==> src/rtl/vga_plot_arbiter.sv <==
// vga_plot_arbiter
//   Shares the single pixel-write port of vga_adapter between two pixel
//   producers. It also contains a full-screen clear sequencer. At most one
//   plot pulse is issued per clock. Output registers have a latency of one
//   cycle.
//
// Parameters
//   SCREEN_WIDTH   pixels per row; accepted x at or above this is clipped
//   SCREEN_HEIGHT  rows;           accepted y at or above this is clipped
//
// Ports
//   CLOCK_50       system clock, rising edge
//   reset          asynchronous, active-high reset
//   clear_start    one-cycle request for a full-screen clear (ignored mid-clear)
//   clear_colour   fill colour, sampled when clear_start is accepted
//   clear_busy     high while the clear sequencer owns the output port
//   reqN_valid     requester N offers a pixel (held until reqN_ready)
//   reqN_x/y/colour requester N pixel
//   reqN_ready     requester N pixel accepted this cycle (combinational)
//   vga_x/y/colour pixel registered towards vga_adapter
//   vga_plot       one-cycle write strobe towards vga_adapter
//   clip_count     saturating count of accepted off-screen pixels
module vga_plot_arbiter #(
  parameter int unsigned SCREEN_WIDTH  = 160,
  parameter int unsigned SCREEN_HEIGHT = 120
) (
  input  logic        CLOCK_50,
  input  logic        reset,
  input  logic        clear_start,
  input  logic [2:0]  clear_colour,
  output logic        clear_busy,
  input  logic        req0_valid,
  input  logic [7:0]  req0_x,
  input  logic [6:0]  req0_y,
  input  logic [2:0]  req0_colour,
  output logic        req0_ready,
  input  logic        req1_valid,
  input  logic [7:0]  req1_x,
  input  logic [6:0]  req1_y,
  input  logic [2:0]  req1_colour,
  output logic        req1_ready,
  output logic [7:0]  vga_x,
  output logic [6:0]  vga_y,
  output logic [2:0]  vga_colour,
  output logic        vga_plot,
  output logic [15:0] clip_count
);

  localparam logic [8:0] X_LIM  = 9'(SCREEN_WIDTH);
  localparam logic [7:0] Y_LIM  = 8'(SCREEN_HEIGHT);
  localparam logic [7:0] X_LAST = 8'(SCREEN_WIDTH - 1);
  localparam logic [6:0] Y_LAST = 7'(SCREEN_HEIGHT - 1);

  typedef enum logic {
    SERVE,
    CLEAR
  } state_t;

  state_t      state;
  state_t      state_next;

  // 1 when requester 1 was served last; reset to 1 so requester 0 wins the
  // first tie.
  logic        last_grant;

  logic [7:0]  cx;
  logic [6:0]  cy;
  logic [2:0]  fill_colour;

  logic        grant0;
  logic        grant1;
  logic        xfer;
  logic [7:0]  sel_x;
  logic [6:0]  sel_y;
  logic [2:0]  sel_colour;
  logic        on_screen;
  logic        last_pixel;

  // State register
  always_ff @(posedge CLOCK_50 or posedge reset) begin
    if (reset) begin
      state <= SERVE;
    end else begin
      state <= state_next;
    end
  end

  // Next state and arbitration
  always_comb begin
    state_next = state;
    grant0     = 1'b0;
    grant1     = 1'b0;
    unique case (state)
      SERVE: begin
        // Round robin on a tie: the requester not served last wins.
        grant0 = req0_valid && (!req1_valid || last_grant);
        grant1 = req1_valid && (!req0_valid || !last_grant);
        if (clear_start) begin
          state_next = CLEAR;
        end
      end
      CLEAR: begin
        if (last_pixel) begin
          state_next = SERVE;
        end
      end
    endcase
  end

  assign req0_ready = grant0;
  assign req1_ready = grant1;
  assign clear_busy = (state == CLEAR);

  assign xfer       = grant0 || grant1;
  assign sel_x      = grant0 ? req0_x      : req1_x;
  assign sel_y      = grant0 ? req0_y      : req1_y;
  assign sel_colour = grant0 ? req0_colour : req1_colour;
  assign on_screen  = ({1'b0, sel_x} < X_LIM) && ({1'b0, sel_y} < Y_LIM);
  assign last_pixel = (cx == X_LAST) && (cy == Y_LAST);

  // Output port, clear scan counters, fairness pointer and clip counter
  always_ff @(posedge CLOCK_50 or posedge reset) begin
    if (reset) begin
      vga_x       <= '0;
      vga_y       <= '0;
      vga_colour  <= '0;
      vga_plot    <= 1'b0;
      last_grant  <= 1'b1;
      cx          <= '0;
      cy          <= '0;
      fill_colour <= '0;
      clip_count  <= '0;
    end else begin
      vga_plot <= 1'b0;
      if (state == CLEAR) begin
        vga_x      <= cx;
        vga_y      <= cy;
        vga_colour <= fill_colour;
        vga_plot   <= 1'b1;
        if (cx == X_LAST) begin
          cx <= '0;
          cy <= (cy == Y_LAST) ? '0 : cy + 7'd1;
        end else begin
          cx <= cx + 8'd1;
        end
      end else begin
        if (xfer) begin
          // Off-screen pixels are still registered and accepted, but never
          // strobed into the frame buffer.
          vga_x      <= sel_x;
          vga_y      <= sel_y;
          vga_colour <= sel_colour;
          vga_plot   <= on_screen;
          last_grant <= grant1;
          if (!on_screen && (clip_count != '1)) begin
            clip_count <= clip_count + 16'd1;
          end
        end
        // A transfer in the same cycle still completes; the scan starts at
        // the origin on the next cycle.
        if (clear_start) begin
          fill_colour <= clear_colour;
          cx          <= '0;
          cy          <= '0;
        end
      end
    end
  end

endmodule

==> config.mk <==
export PLATFORM = sky130hd
export DESIGN_NAME = vga_plot_arbiter
export DESIGN_NICKNAME = d
export VERILOG_FILES = /design/src/rtl/vga_plot_arbiter.sv
export SDC_FILE = /design/constraint.sdc
export NUM_CORES = 1
export LEC_CHECK = 0
export BUFFER_PORTS_ARGS = -buffer_cell sky130_fd_sc_hd__clkbuf_2
export CAP_MARGIN = 20
export CORE_UTILIZATION = 40
export DETAILED_ROUTE_END_ITERATION = 7
export GPL_TIMING_DRIVEN = 0
export PLACE_DENSITY = 0.67
export SKIP_LAST_GASP = 1
export SYNTH_ARGS = -nofsm -noshare
export SYNTH_HDL_FRONTEND = slang
export SYNTH_SLANG_ARGS = --single-unit
==> constraint.sdc <==
create_clock -name CLOCK_50 -period 1.75 [get_ports CLOCK_50]
set_clock_uncertainty 0.2 [all_clocks]
set_input_delay 0.175 -clock CLOCK_50 [delete_from_list [all_inputs] [get_ports CLOCK_50]]
set_output_delay 0.175 -clock CLOCK_50 [all_outputs]
set_load 0.05 [all_outputs]
* Word-level counts from Yosys, hierarchy flattened
Index checks and enable logic that the tools add are counted.
** Word-level totals
- Register bits :: 55
- Input port bits :: 44
- Output and inout bits :: 38
- Word-level logic and storage cells :: 61
** Operators by class
- $add $sub $neg :: 3
- Magnitude comparators :: 2
- Equal/unequal tests :: 4
- Mux-type cells :: 23
- Bitwise logic cells :: 1
- Reductions and logical operators :: 18
** Operators by type and width (number)
- 7-bit 2-to-1 mux :: 7
- 8-bit 2-to-1 mux :: 6
- 16-bit by 1-bit adder with 16-bit output, second input constant :: 1
- 16-bit != test, second input constant :: 1
- 3-bit 2-to-1 mux :: 3
- 8-bit by 1-bit adder with 8-bit output, second input constant :: 1
- 8-bit equality test, second input constant :: 1
- 8-bit less-than comparator, second input constant :: 1
- 7-bit by 1-bit adder with 7-bit output, second input constant :: 1
- 7-bit equality test, second input constant :: 1
- 7-bit less-than comparator, second input constant :: 1
- 1-bit 2-to-1 mux :: 6
- 2-bit AND reduction :: 3
- 1-bit logical AND :: 5
- 1-bit zero test :: 4
- 2-bit nonzero test :: 2
- 1-bit logical OR :: 3
- 3-bit AND reduction :: 1
- 2-bit by 1-bit != test with 1-bit output, second input constant :: 1
- 1-bit case mux with 2 select lines :: 1
- 1-bit inverter :: 1

* Depth between registers and ports, before layout
Gate-level depths: netlist (run 1).
- Word-level depth :: 10
- Gate-level depth with buffers :: 7

* Worst setup path after synthesis (run 1)
No wires, ideal clock.
- Path type :: reg-to-output
- From :: register state (netlist: clear_busy)
- To :: output req1_ready
- Arrival :: 2.195 ns
- Required time :: 1.375 ns
- Path slack :: -0.820 ns
- Cell stages (with the launch flop) :: 7
- Path buffers :: 2
- Path through :: dfrtp_1 -> nand2b_1 -> a21o_1 -> buf_2 -> inv_1 -> buf_2 -> nor2_1
** On the way
- Word-level cells in the longest chain between the ends :: 1
** RTL lines
- start, declared :: RTL line 59 : state_t state;
- start signal, assigned :: RTL line 84 : state <= state_next;
- 1-bit 2-to-1 mux :: RTL line 93 : unique case (state)
- end, declared :: RTL line 41 : output logic req1_ready,
No other way between the ends.

* Final worst setup path (run 1)
- From :: register last_grant
- To :: register clip_count[15]
** On the way
- Word-level cells in the longest chain between the ends :: 9
- Elaborated cells between the ends (all ways) :: 16
** RTL lines
- start, declared :: RTL line 64 : logic last_grant;
- start signal, assigned :: RTL line 154 : last_grant <= grant1;
- 1-bit logical OR :: RTL line 96 : grant0 = req0_valid && (!req1_valid || last_grant);
- 1-bit logical AND :: RTL line 96
- 1-bit 2-to-1 mux :: RTL line 93
- 8-bit 2-to-1 mux / 7-bit 2-to-1 mux (equally long branches) :: RTL line 115, 116
- 8-bit less-than comparator / 7-bit less-than comparator (equally long branches) :: RTL line 118 : assign on_screen = ({1'b0, sel_x} < X_LIM) && ({1'b0, sel_y} < Y_LIM);
- 1-bit logical AND :: RTL line 118
- 1-bit zero test :: RTL line 155 : if (!on_screen && (clip_count != '1)) begin
- 1-bit logical AND :: RTL line 155
- 3-bit AND reduction (no source line) *
- end signal, assigned :: RTL line 156 : clip_count <= clip_count + 16'd1;
- end, declared :: RTL line 46 : output logic [15:0] clip_count
Every way passes the cells marked *; elsewhere a longest branch is shown, timed or not.
A chain may end at the register's enable or synchronous reset.

==> summary.txt, run 1 <==
Outcome
  • Status: complete, but fails checks
  • Failing checks: hold timing, setup timing

Worst setup path
  • Worst setup SP type: flop
  • CP required: 1.78 ns
  • Critical path class: flop to flop
  • CP max FO: 8
  • Crit path arrival time: 2.07 ns
  • CP endpoint kind: flop

Flow run
  • Maximum capacitance violations: 0

CTS
  • Worst-Skew Late Latency: 0.33 ns
  • H-tree depth: 2
  • CTS Buf Count: 5
  • CTS tree: done
  • Clock root buffer: clkbuf_8
  • Clk slew on worst S/H paths: 0.12 ns
  • Clock Tree Buf Depth: 2
  • Clk sinks: 55

Final layout
  • Syn-to-layout area delta: 54.8%
  • Antenna cells: 0
  • Fraction of layout cells with a size suffix above 1: 0.453
  • Most frequent cells in the layout: 80 x clkbuf_2, 43 x nand2_1, 36 x dfrtp_1, 30 x dlygate4sd3_1, 20 x buf_4
  • Finished Cell Area: 0.00444 mm²
  • Utilization after layout: 0.647
  • Most common cell after layout, fill and taps aside: clkbuf_2
  • Nets@finish: 490

Logic synthesis
  • Synth Area per Inst: 9.66 µm²
  • Yosys reg bits: 55
  • Mapped cell area: 0.00287 mm²
  • Yosys warnings: 0
  • Synth cell types: 48
  • Register area share after synthesis: 0.480
  • Post-synth net total: 344
  • Syn Inst Count: 297

Power
  • Leak: 1.96 nW
  • Power Dens Cells: 1070 mW/mm²
  • IR drop worst, VDD: 603 µV
  • Total Power: 4.76 mW

Timing
  • RSZ-0062 raised after global routing: true
  • Worst slew pin tran: 0.586 ns
  • Min Tclk post-route: 2.04 ns
  • Final setup margin: -0.292 ns
  • Relative slew margins: 0.609
  • Worst hold slack: -0.00385 ns
  • Setup-failing EPs final: 43
  • Fmax: 490 MHz
  • Hold Violations, Final: 2
  • Max Slew Vio Count: 0
  • Period Utilization, post-route: 1.17

Detailed routing
  • DR vias/cell: 5.30
  • TritonRoute pass-1 iters: 4
  • Final wirelength: 8.50 mm
  • DRT iter0 DRCs: 169
  • DRC: 0
  • Drt wl/cell: 15.7 µm
  • Total number of vias: 2863
  • Post-route ant nets: 0

Floorplan
  • Core box area: 0.00687 mm²
  • I/O Pins: 82
  • Die Span X: 86.7 µm
  • Die area: 0.00752 mm²
  • Die height: 86.7 µm
  • Cell Rows: 30
  • Initial Utilization: 0.418

Global routing
  • GRT Util Overall: 0.222
  • Initial antenna violation count: 0
  • Vias in the first global route: 2706
  • Pin count of the biggest net entering global routing: 35
  • GRT Residual Overflow: 0
  • Global-route wire length before repair: 12.9 mm

Hold path
  • Worst hold path class: primary input to flop

Place
  • Placer Congestion: 0.813
  • Port-buffer cells: 81
  • Area after DPL: 0.00350 mm²
  • Detailed Place HPWL: 5.41 mm
## synthesized netlist by cell type, drive strengths merged
| cell type | count | area share |
|---|---|---|
| a21oi | 4 | 0.0070 |
| mux2 | 1 | 0.0039 |
| o31ai | 4 | 0.010 |
| a211oi | 2 | 0.0052 |
| a22oi | 5 | 0.013 |
| mux2i | 13 | 0.045 |
| nor4 | 8 | 0.029 |
| nor2 | 17 | 0.023 |
| nand2b | 2 | 0.0044 |
| xor2 | 14 | 0.043 |
| xnor2 | 4 | 0.012 |
| nor2b | 1 | 0.0022 |
| nor4b | 3 | 0.016 |
| nand3b | 1 | 0.0026 |
| o311ai | 1 | 0.0031 |
| nand3 | 11 | 0.019 |
| o31a | 1 | 0.0031 |
| dfrtp | 54 | 0.47 |
| a21o | 1 | 0.0026 |
| nor3 | 9 | 0.017 |
| o21ai | 26 | 0.045 |
| or3b | 1 | 0.0031 |
| o41ai | 2 | 0.0061 |
| and2 | 3 | 0.0070 |
| nand2 | 49 | 0.064 |
| a221oi | 6 | 0.020 |
| o22ai | 6 | 0.013 |
| nand4 | 7 | 0.017 |
| or3 | 1 | 0.0022 |
| dfstp | 1 | 0.0092 |
| a31oi | 6 | 0.018 |
| o221ai | 3 | 0.0092 |
| buf | 5 | 0.0083 |
| or4 | 1 | 0.0026 |
| ha | 3 | 0.013 |
| inv | 16 | 0.021 |
| clkbuf | 5 | 0.0065 |
## path summary, 6_finish.rpt
check                                     from              to  slack (ns)  cells past startpoint
worst max-delay path                last_grant  clip_count[15]       -0.29                      5
worst min-delay path            req1_colour[0]   vga_colour[0]      -0.004                      3
worst max register to register      last_grant  clip_count[15]       -0.29                      5
worst min register to register  clip_count[14]  clip_count[14]        0.30                      1
max in group asynchronous                reset      last_grant        0.53                      4
min in group asynchronous                reset        vga_x[0]        0.21                      3
## per-layer routing
| layer | GRT usage | vias to the layer above | wire length, µm |
|---|---|---|---|
| li1 | - | 1360 | - |
| met3 | 0.0305 | 11 | 391 |
| met1 | 0.298 | 1408 | 3660 |
| met5 | 0 | - | 0 |
| met4 | 0.0803 | 0 | 133 |
| met2 | 0.369 | 84 | 4310 |
## critical path, cell delays in order, from the launching register on
cell,delay [ns]
dfstp_2,0.56
inv_2,0.05
a221oi_4,0.35
a31oi_4,0.11
or4_1,0.43
o31a_1,0.24
## state kept, by name (all words and copies together) (netlist names)
| name | cells |
|---|---|
| vga_colour | 3 |
| vga_x | 8 |
| cy | 7 |
| cx | 8 |
| vga_plot | 1 |
| fill_colour | 3 |
| last_grant | 1 |
| clip_count | 16 |
| vga_y | 7 |
| clear_busy | 1 |
## kinds of logic after synthesis
group                    after synthesis  share of synthesized area
flip-flops                            55                      0.480
adder cells (fa/ha/maj)                3                     0.0131
multiplexers                          14                     0.0493
XOR/XNOR                              18                     0.0549
AO/OA/AOI/OAI                         67                      0.157
AND/OR/NAND/NOR                      114                      0.210
buffers and inverters                 26                     0.0357
## stage by stage
step	TNS, ns	setup slack, ns	instances
2_1_floorplan	-5.12	-0.277	297
3_3_place_gp	-47.26	-0.879	474
3_5_place_dp	-7.05	-0.401	475
4_1_cts	-3.12	-0.249	532
5_1_grt	-8.24	-0.339	540
6_report	-5.32	-0.292	540
## layout make-up
type	count	area, µm²
well taps	96	120
clock inverters	3	27.5
repair buffers	139	1000
multi-input cells	216	1660
inverters	16	67.6
clock buffers	5	68.8
fillers	547	2430
flip-flops and latches	55	1400
plain buffers	10	100
## report_power, final
part / switching [mW] / total (mW) / internal (mW)
clock network: 0.483 / 0.781 / 0.298
registers: 0.371 / 2.02 / 1.64
logic: 1.29 / 1.96 / 0.677
## timing repair
item                                    in CTS  in global routing
setup buffers                               18                  8
resized for setup                           36                 49
endpoints found under the hold margin       38                  0
pin swaps                                   10                 32
endpoints found under the setup margin      46                 51
hold buffers                                30                  0
cloned                                       1                  0
No activity file was read; power rests on OpenSTA's default activity.
==> inputs of run 2 (changes only) <==
--- a/config.mk
+++ b/config.mk
@@ -5,7 +5,7 @@
 export SDC_FILE = /design/constraint.sdc
 export NUM_CORES = 1
 export LEC_CHECK = 0
-export BUFFER_PORTS_ARGS = -buffer_cell sky130_fd_sc_hd__clkbuf_2
+export BUFFER_PORTS_ARGS = -buffer_cell sky130_fd_sc_hd__buf_4
 export CAP_MARGIN = 20
 export CORE_UTILIZATION = 40
 export DETAILED_ROUTE_END_ITERATION = 7
==> summary.txt, run 2 (same netlist as run 1, synthesis figures left out) <==
Floorplan
  • Die Span X: 86.7 µm (unchanged)
  • Cell Rows: 30 (unchanged)
  • Core box area: 0.00687 mm² (unchanged)
  • Initial Utilization: 0.418 (unchanged)
  • Die height: 86.7 µm (unchanged)
  • Die area: 0.00752 mm² (unchanged)
  • I/O Pins: 82 (unchanged)

Final layout
  • Max reg flops: 16 (unchanged)
  • Most frequent cells in the layout: 101 x buf_4, 46 x nand2_1, 37 x dfrtp_1, 27 x dlygate4sd3_1, 17 x dfrtp_2
  • Nets@finish: 489 (-0.20%)
  • Utilization after layout: 0.656 (+0.00984)
  • Fraction of layout cells with a size suffix above 1: 0.418 (-0.0351)
  • Multi-input combinational cell area: 0.00156 mm² (-6.0%)
  • Most common cell after layout, fill and taps aside: buf_4
  • Most flop-heavy register: clip_count
  • FF/Latch Area: 0.00140 mm² (about the same)
  • Fill count: 548 (+0.18%)
  • Non-Filler Instances: 539 (-0.19%)
  • Antenna cells: 0 (unchanged)
  • Syn-to-layout area delta: 57.1%
  • Largest regs: clip_count: 16 flops, cx: 8 flops, vga_x: 8 flops

Timing
  • Worst hold slack: 0.00901 ns (+0.0129 ns)
  • Setup-failing EPs final: 37 (-14%)
  • RSZ-0062 raised after global routing: true
  • Final setup margin: -0.262 ns (+0.0301 ns)
  • Max Slew Vio Count: 0 (unchanged)
  • Hold Violations, Final: 0 (-2)
  • Relative slew margins: 0.568 (-0.0411)
  • Period Utilization, post-route: 1.15 (-0.0172)
  • Min Tclk post-route: 2.01 ns (-0.0301 ns)
  • Worst slew pin tran: 0.641 ns (+0.0549 ns)
  • Fmax: 497 MHz (+1.5%)

Place
  • # placed instances: 475 (unchanged)
  • Port-buffer cells: 81 (unchanged)
  • Detailed Place HPWL: 5.44 mm (+0.63%)
  • Placer Congestion: 0.852 (+4.9%)

Worst setup path
  • Worst setup SP type: flop
  • CP endpoint kind: flop
  • Critical path class: flop to flop
  • Crit path arrival time: 2.02 ns (-0.05 ns)
  • CP max FO: 7 (-1)
  • Worst path slowest cell: dfstp_2
  • Critical Path, Cell by Cell: inv_2, a21o_1, buf_6, a31oi_4, buf_4, a21oi_2, mux2_1
  • Slowest stage delay, CP: 0.56 ns (about the same)
  • CP required: 1.76 ns (-0.02 ns)

Global routing
  • Vias in the first global route: 2688 (-0.67%)
  • Global-route wire length before repair: 13.2 mm (+1.9%)
  • Initial antenna violation count: 0 (unchanged)
  • GRT Residual Overflow: 0 (unchanged)
  • GRT Util Overall: 0.229 (+0.00698)
  • Pin count of the biggest net entering global routing: 40 (+14%)

CTS
  • Clk sinks: 55 (unchanged)
  • CTS Buf Count: 5 (unchanged)
  • Clk slew on worst S/H paths: 0.11 ns (about the same)
  • H-tree depth: 2 (unchanged)
  • Clock root buffer: clkbuf_8
  • CTS tree: done
  • Clock Tree Buf Depth: 2 (unchanged)
  • Worst-Skew Late Latency: 0.32 ns (about the same)

Detailed routing
  • DRT iter0 DRCs: 158 (-6.5%)
  • Final wirelength: 8.28 mm (-2.6%)
  • TritonRoute pass-1 iters: 4 (unchanged)
  • Total number of vias: 2840 (-0.80%)
  • Drt wl/cell: 15.4 µm (-2.4%)
  • DR vias/cell: 5.27 (-0.62%)
  • DRC: 0 (unchanged)
  • Post-route ant nets: 0 (unchanged)

Hold path
  • Worst hold path class: primary input to flop

Power
  • Total Power: 4.81 mW (+0.99%)
  • IR drop worst, VDD: 607 µV (+0.73%)
  • Power Dens Cells: 1070 mW/mm² (-0.53%)
  • Leak: 1.99 nW (+1.6%)

Outcome
  • Status: complete, but fails checks
  • Failing checks: setup timing

Flow run
  • Maximum capacitance violations: 0 (unchanged)
[run 2: area by class of cell]
cell class,instances,share of cell area
sequential,55,0.310
multi-input combinational,216,0.345
buffer,9,0.0180
timing repair buffer,139,0.265
clock inverter,3,0.00444
tap,96,0.0266
clock buffer,5,0.0153
inverter,16,0.0150
[run 2: worst max-delay path, delay by kind of cell (launching register included)]
family | cells | cell delay, ns
AO/OA/AOI/OAI | 3 | 0.49
buffers and inverters | 3 | 0.35
flip-flops | 1 | 0.56
multiplexers | 1 | 0.32
[run 2: through the flow]
step	setup WS (ns)	TNS [ns]	cell area, µm²
after floorplan	-0.277	-5.12	2960
after global placement	-0.933	-50.35	3690
after detailed placement	-0.416	-7.55	3710
after CTS	-0.241	-3.48	4330
after global routing	-0.328	-7.73	4510
final	-0.262	-4.87	4510
[run 2: what timing repair did]
item,in CTS,in global routing
endpoints found under the setup margin,47,51
hold endpoints to repair,30,1
hold buffers,25,2
buffers inserted,21,10
pin swaps,11,18
gates resized for setup,29,29
[run 2: worst paths after layout]
check | slack [ns] | cells past startpoint | start | end
max | -0.26 | 7 | last_grant | clip_count[1]
min | 0.009 | 3 | req0_x[6] | vga_x[6]
max reg2reg | -0.26 | 7 | last_grant | clip_count[1]
min reg2reg | 0.30 | 1 | clip_count[11] | clip_count[11]
max in group asynchronous | 0.57 | 4 | reset | last_grant
min in group asynchronous | 0.19 | 3 | reset | clip_count[12]
[run 2: where the power goes]
| group | leakage, nW | switching, mW | internal (mW) |
|---|---|---|---|
| Sequential | 0.634 | 0.350 | 1.64 |
| Combinational | 1.32 | 1.28 | 0.816 |
| Clock | 0.0402 | 0.443 | 0.280 |
| Total | 1.99 | 2.07 | 2.74 |
[run 2: metal layers]
metal | routed length (µm) | vias up | GRT usage
met3 | 327 | 9 | 0.0419
met5 | 0 | - | 0
met4 | 107 | 0 | 0.0758
met2 | 4190 | 76 | 0.385
li1 | - | 1361 | -
met1 | 3660 | 1394 | 0.299
==> inputs of run 3 (changes only) <==
--- a/config.mk
+++ b/config.mk
@@ -5,12 +5,13 @@
 export SDC_FILE = /design/constraint.sdc
 export NUM_CORES = 1
 export LEC_CHECK = 0
+export ABC_AREA = 1
 export BUFFER_PORTS_ARGS = -buffer_cell sky130_fd_sc_hd__buf_4
 export CAP_MARGIN = 20
 export CORE_UTILIZATION = 40
 export DETAILED_ROUTE_END_ITERATION = 7
 export GPL_TIMING_DRIVEN = 0
-export PLACE_DENSITY = 0.67
+export PLACE_DENSITY = 0.66
 export SKIP_LAST_GASP = 1
 export SYNTH_ARGS = -nofsm -noshare
 export SYNTH_HDL_FRONTEND = slang
==> summary.txt, run 3 <==
Outcome
  • Status: complete, but fails checks
  • Failing checks: setup timing

Timing
  • Min Tclk post-route: 1.95 ns (-0.0638 ns)
  • Total negative setup slack: -2.88 ns (+1.99 ns)
  • Fmax: 513 MHz (+3.3%)
  • Relative slew margins: 0.601 (+0.0325)
  • Worst hold slack: 0.0220 ns (+0.0129 ns)
  • Final setup margin: -0.198 ns (+0.0638 ns)
  • RSZ-0062 raised after global routing: true
  • Setup-failing EPs final: 27 (-27%)
  • Worst slew pin tran: 0.597 ns (-0.0441 ns)
  • Period Utilization, post-route: 1.11 (-0.0365)
  • Max Slew Vio Count: 0 (unchanged)
  • Hold Violations, Final: 0 (unchanged)

Global routing
  • GRT Util Overall: 0.218 (-0.0111)
  • Global-route wire length before repair: 13.1 mm (-0.79%)
  • Initial antenna violation count: 0 (unchanged)
  • Vias in the first global route: 2723 (+1.3%)
  • Pin count of the biggest net entering global routing: 36 (-10%)
  • GRT Residual Overflow: 0 (unchanged)

Final layout
  • Finished Cell Area: 0.00431 mm² (-4.5%)
  • Most common cell after layout, fill and taps aside: nand2_1
  • Largest regs: clip_count: 16 flops, cx: 8 flops, vga_x: 8 flops
  • Most flop-heavy register: clip_count
  • Fraction of layout cells with a size suffix above 1: 0.351 (-0.0669)
  • Multi-input combinational cell area: 0.00158 mm² (+1.1%)
  • Most frequent cells in the layout: 105 x nand2_1, 99 x buf_4, 46 x dfrtp_1, 36 x nand3_1, 33 x inv_1
  • Syn-to-layout area delta: 44.3%
  • FF/Latch Area: 0.00139 mm² (-0.80%)
  • Max reg flops: 16 (unchanged)
  • Nets@finish: 545 (+11%)
  • Non-Filler Instances: 598 (+11%)
  • Antenna cells: 0 (unchanged)
  • Fill count: 681 (+24%)

Hold path
  • Worst hold path class: primary input to flop
  • Worst Hold Launch: req0_y[1]
  • Hold path depth: 5 (+2)
  • Hold EP: vga_y[1]

Floorplan
  • I/O Pins: 82 (unchanged)
  • Initial Utilization: 0.414 (-0.00422)
  • Die height: 88.4 µm (+1.9%)
  • Die Span X: 88.4 µm (+1.9%)
  • Core box area: 0.00721 mm² (+5.0%)
  • Cell Rows: 31 (+3.3%)
  • Die area: 0.00781 mm² (+3.9%)

Place
  • Area after DPL: 0.00380 mm² (+2.6%)
  • DP Worst Slack: -0.409 ns (+0.00692 ns)
  • Detailed Place HPWL: 5.91 mm (+8.6%)
  • Placer Congestion: 0.832 (-2.4%)
  • # placed instances: 560 (+18%)
  • Port-buffer cells: 81 (unchanged)

Logic synthesis
  • Top post-synthesis cells by area: dfrtp_1 45%, nand2_1 16%, nand3_1 6.4%
  • EDFF count, synth: 0 (unchanged)
  • Post-synth net total: 426 (+24%)
  • Leading area contributor after synthesis: dfrtp_1
  • Register area share after synthesis: 0.462 (-0.0183)
  • Share of synthesized registers carrying an async set or reset: 1.00 (unchanged)
  • Synth cell count leaders: 124 x nand2_1, 54 x dfrtp_1, 38 x nand3_1
  • Mapped cell area: 0.00298 mm² (+4.0%)
  • Most common cell in the netlist: nand2_1
  • Yosys reg bits: 55 (unchanged)
  • Yosys top cell area share: 0.453 (-0.0180)
  • Synth Area per Inst: 7.87 µm² (-19%)
  • Syn Inst Count: 379 (+28%)
  • Post-synth top flop: dfrtp_1
  • Yosys warnings: 0 (unchanged)
  • Synth cell types: 33 (-31%)

CTS
  • CTS Buf Count: 5 (unchanged)
  • H-tree depth: 2 (unchanged)
  • Clock root buffer: clkbuf_8
  • CTS tree: done
  • Worst-Skew Late Latency: 0.30 ns (-0.02 ns)
  • Clk sinks: 55 (unchanged)
  • Clock Tree Buf Depth: 2 (unchanged)
  • Clk slew on worst S/H paths: 0.10 ns (about the same)

Worst setup path
  • CP required: 1.74 ns (-0.02 ns)
  • Slowest stage delay, CP: 0.53 ns (-0.03 ns)
  • Critical Path, Cell by Cell: nor2_4, nand2_4, nand2_2, nand2_2, nor2_2, nand2_2, nand2_4, nand2_8, buf_6, nand2_1, nand2_1
  • Cell with the most instances on the worst path: nand2_2
  • CP endpoint kind: flop
  • CP Launch Point: clear_busy
  • R2r startpoint: clear_busy
  • Reg2Reg Depth: 11 (+4)
  • Critical path class: flop to flop
  • R2R Setup Slk: -0.20 ns (+0.06 ns)
  • Worst setup SP type: flop
  • Worst path slowest cell: dfrtp_2
  • Crit path arrival time: 1.94 ns (-0.08 ns)
  • CP max FO: 7 (unchanged)
  • RR Endpoint: clip_count[15]

Power
  • Switching Share: 0.419 (-0.0112)
  • Flop pwr share: 0.445 (+0.030)
  • Psw: 1.87 mW (-9.4%)
  • Leak: 2.10 nW (+5.5%)
  • Gate power share: 0.401 (-0.034)
  • IR drop worst, VDD: 392 µV (-35%)
  • Clock share of power: 0.154 (+0.004)
  • Int Pwr: 2.60 mW (-5.2%)
  • Power Dens Cells: 1040 mW/mm² (-2.6%)

Detailed routing
  • TritonRoute pass-1 iters: 4 (unchanged)
  • DRC: 0 (unchanged)
  • DR vias/cell: 5.03 (-4.5%)
  • Final wirelength: 8.22 mm (-0.75%)
  • Drt wl/cell: 13.7 µm (-11%)
  • Post-route ant nets: 0 (unchanged)
  • DRT iter0 DRCs: 108 (-32%)
  • Total number of vias: 3008 (+5.9%)

Flow run
  • Maximum capacitance violations: 0 (unchanged)
[run 3: worst max-delay path by stage]
stage                                end  slack (ns)
final                     clip_count[15]       -0.20
after global routing       clip_count[0]       -0.24
after CTS                 clip_count[15]       -0.15
after detailed placement  clip_count[15]       -0.41
after global placement        clear_busy       -0.88
after floorplan            clip_count[7]       -0.20
[run 3: area by class of cell]
cell class / instances / share of cell area
buffer: 8 / 0.0171
timing repair buffer: 113 / 0.210
multi-input combinational: 276 / 0.366
sequential: 55 / 0.322
clock inverter: 2 / 0.00291
inverter: 39 / 0.0357
clock buffer: 6 / 0.0169
tap: 99 / 0.0288
[run 3: metal layers]
layer,vias up,global-route usage,part of all wire
met5,-,0,0
met4,0,0.0645,0.021
met3,17,0.0280,0.044
met2,77,0.385,0.52
met1,1434,0.280,0.41
li1,1480,-,-
[run 3: per-stage QoR]
step                power [mW]   util
floorplan                 3.10      -
global placement          3.63  0.524
detailed placement        3.68  0.527
CTS                       4.46  0.576
global route              4.73  0.597
finish                    4.47  0.597
[run 3: logic make-up (layout without fill, tap and decap cells)]
group	count (synthesis)	after routing	share of synthesized area
AND/OR/NAND/NOR	201	202	0.288
flip-flops	55	55	0.462
AO/OA/AOI/OAI	51	51	0.112
buffers and inverters	49	168	0.0675
XOR/XNOR	20	20	0.0587
adder cells (fa/ha/maj)	3	3	0.0126
[run 3: power groups by stage]
stage / clock (mW) / combinational, mW / sequential (mW)
2_1_floorplan: 0 / 0.550 / 2.55
3_3_place_gp: 0 / 1.63 / 2.00
3_5_place_dp: 0 / 1.67 / 2.01
4_1_cts: 0.709 / 1.77 / 1.98
5_1_grt: 0.751 / 1.94 / 2.03
6_report: 0.690 / 1.79 / 1.99
[run 3: timing repair]
action,4_1_cts,5_1_grt
hold endpoints to repair,23,0
pin swaps,9,14
buffers inserted,16,9
gates cloned,1,1
gates resized for setup,28,38
setup endpoints to repair,44,42
hold buffers,6,0
[run 3: worst max-delay path, delay by kind of cell (launching register included)]
| kind | cells | cell delay, ns |
|---|---|---|
| buf+inv | 1 | 0.14 |
| flops | 1 | 0.53 |
| simple gates | 10 | 0.97 |
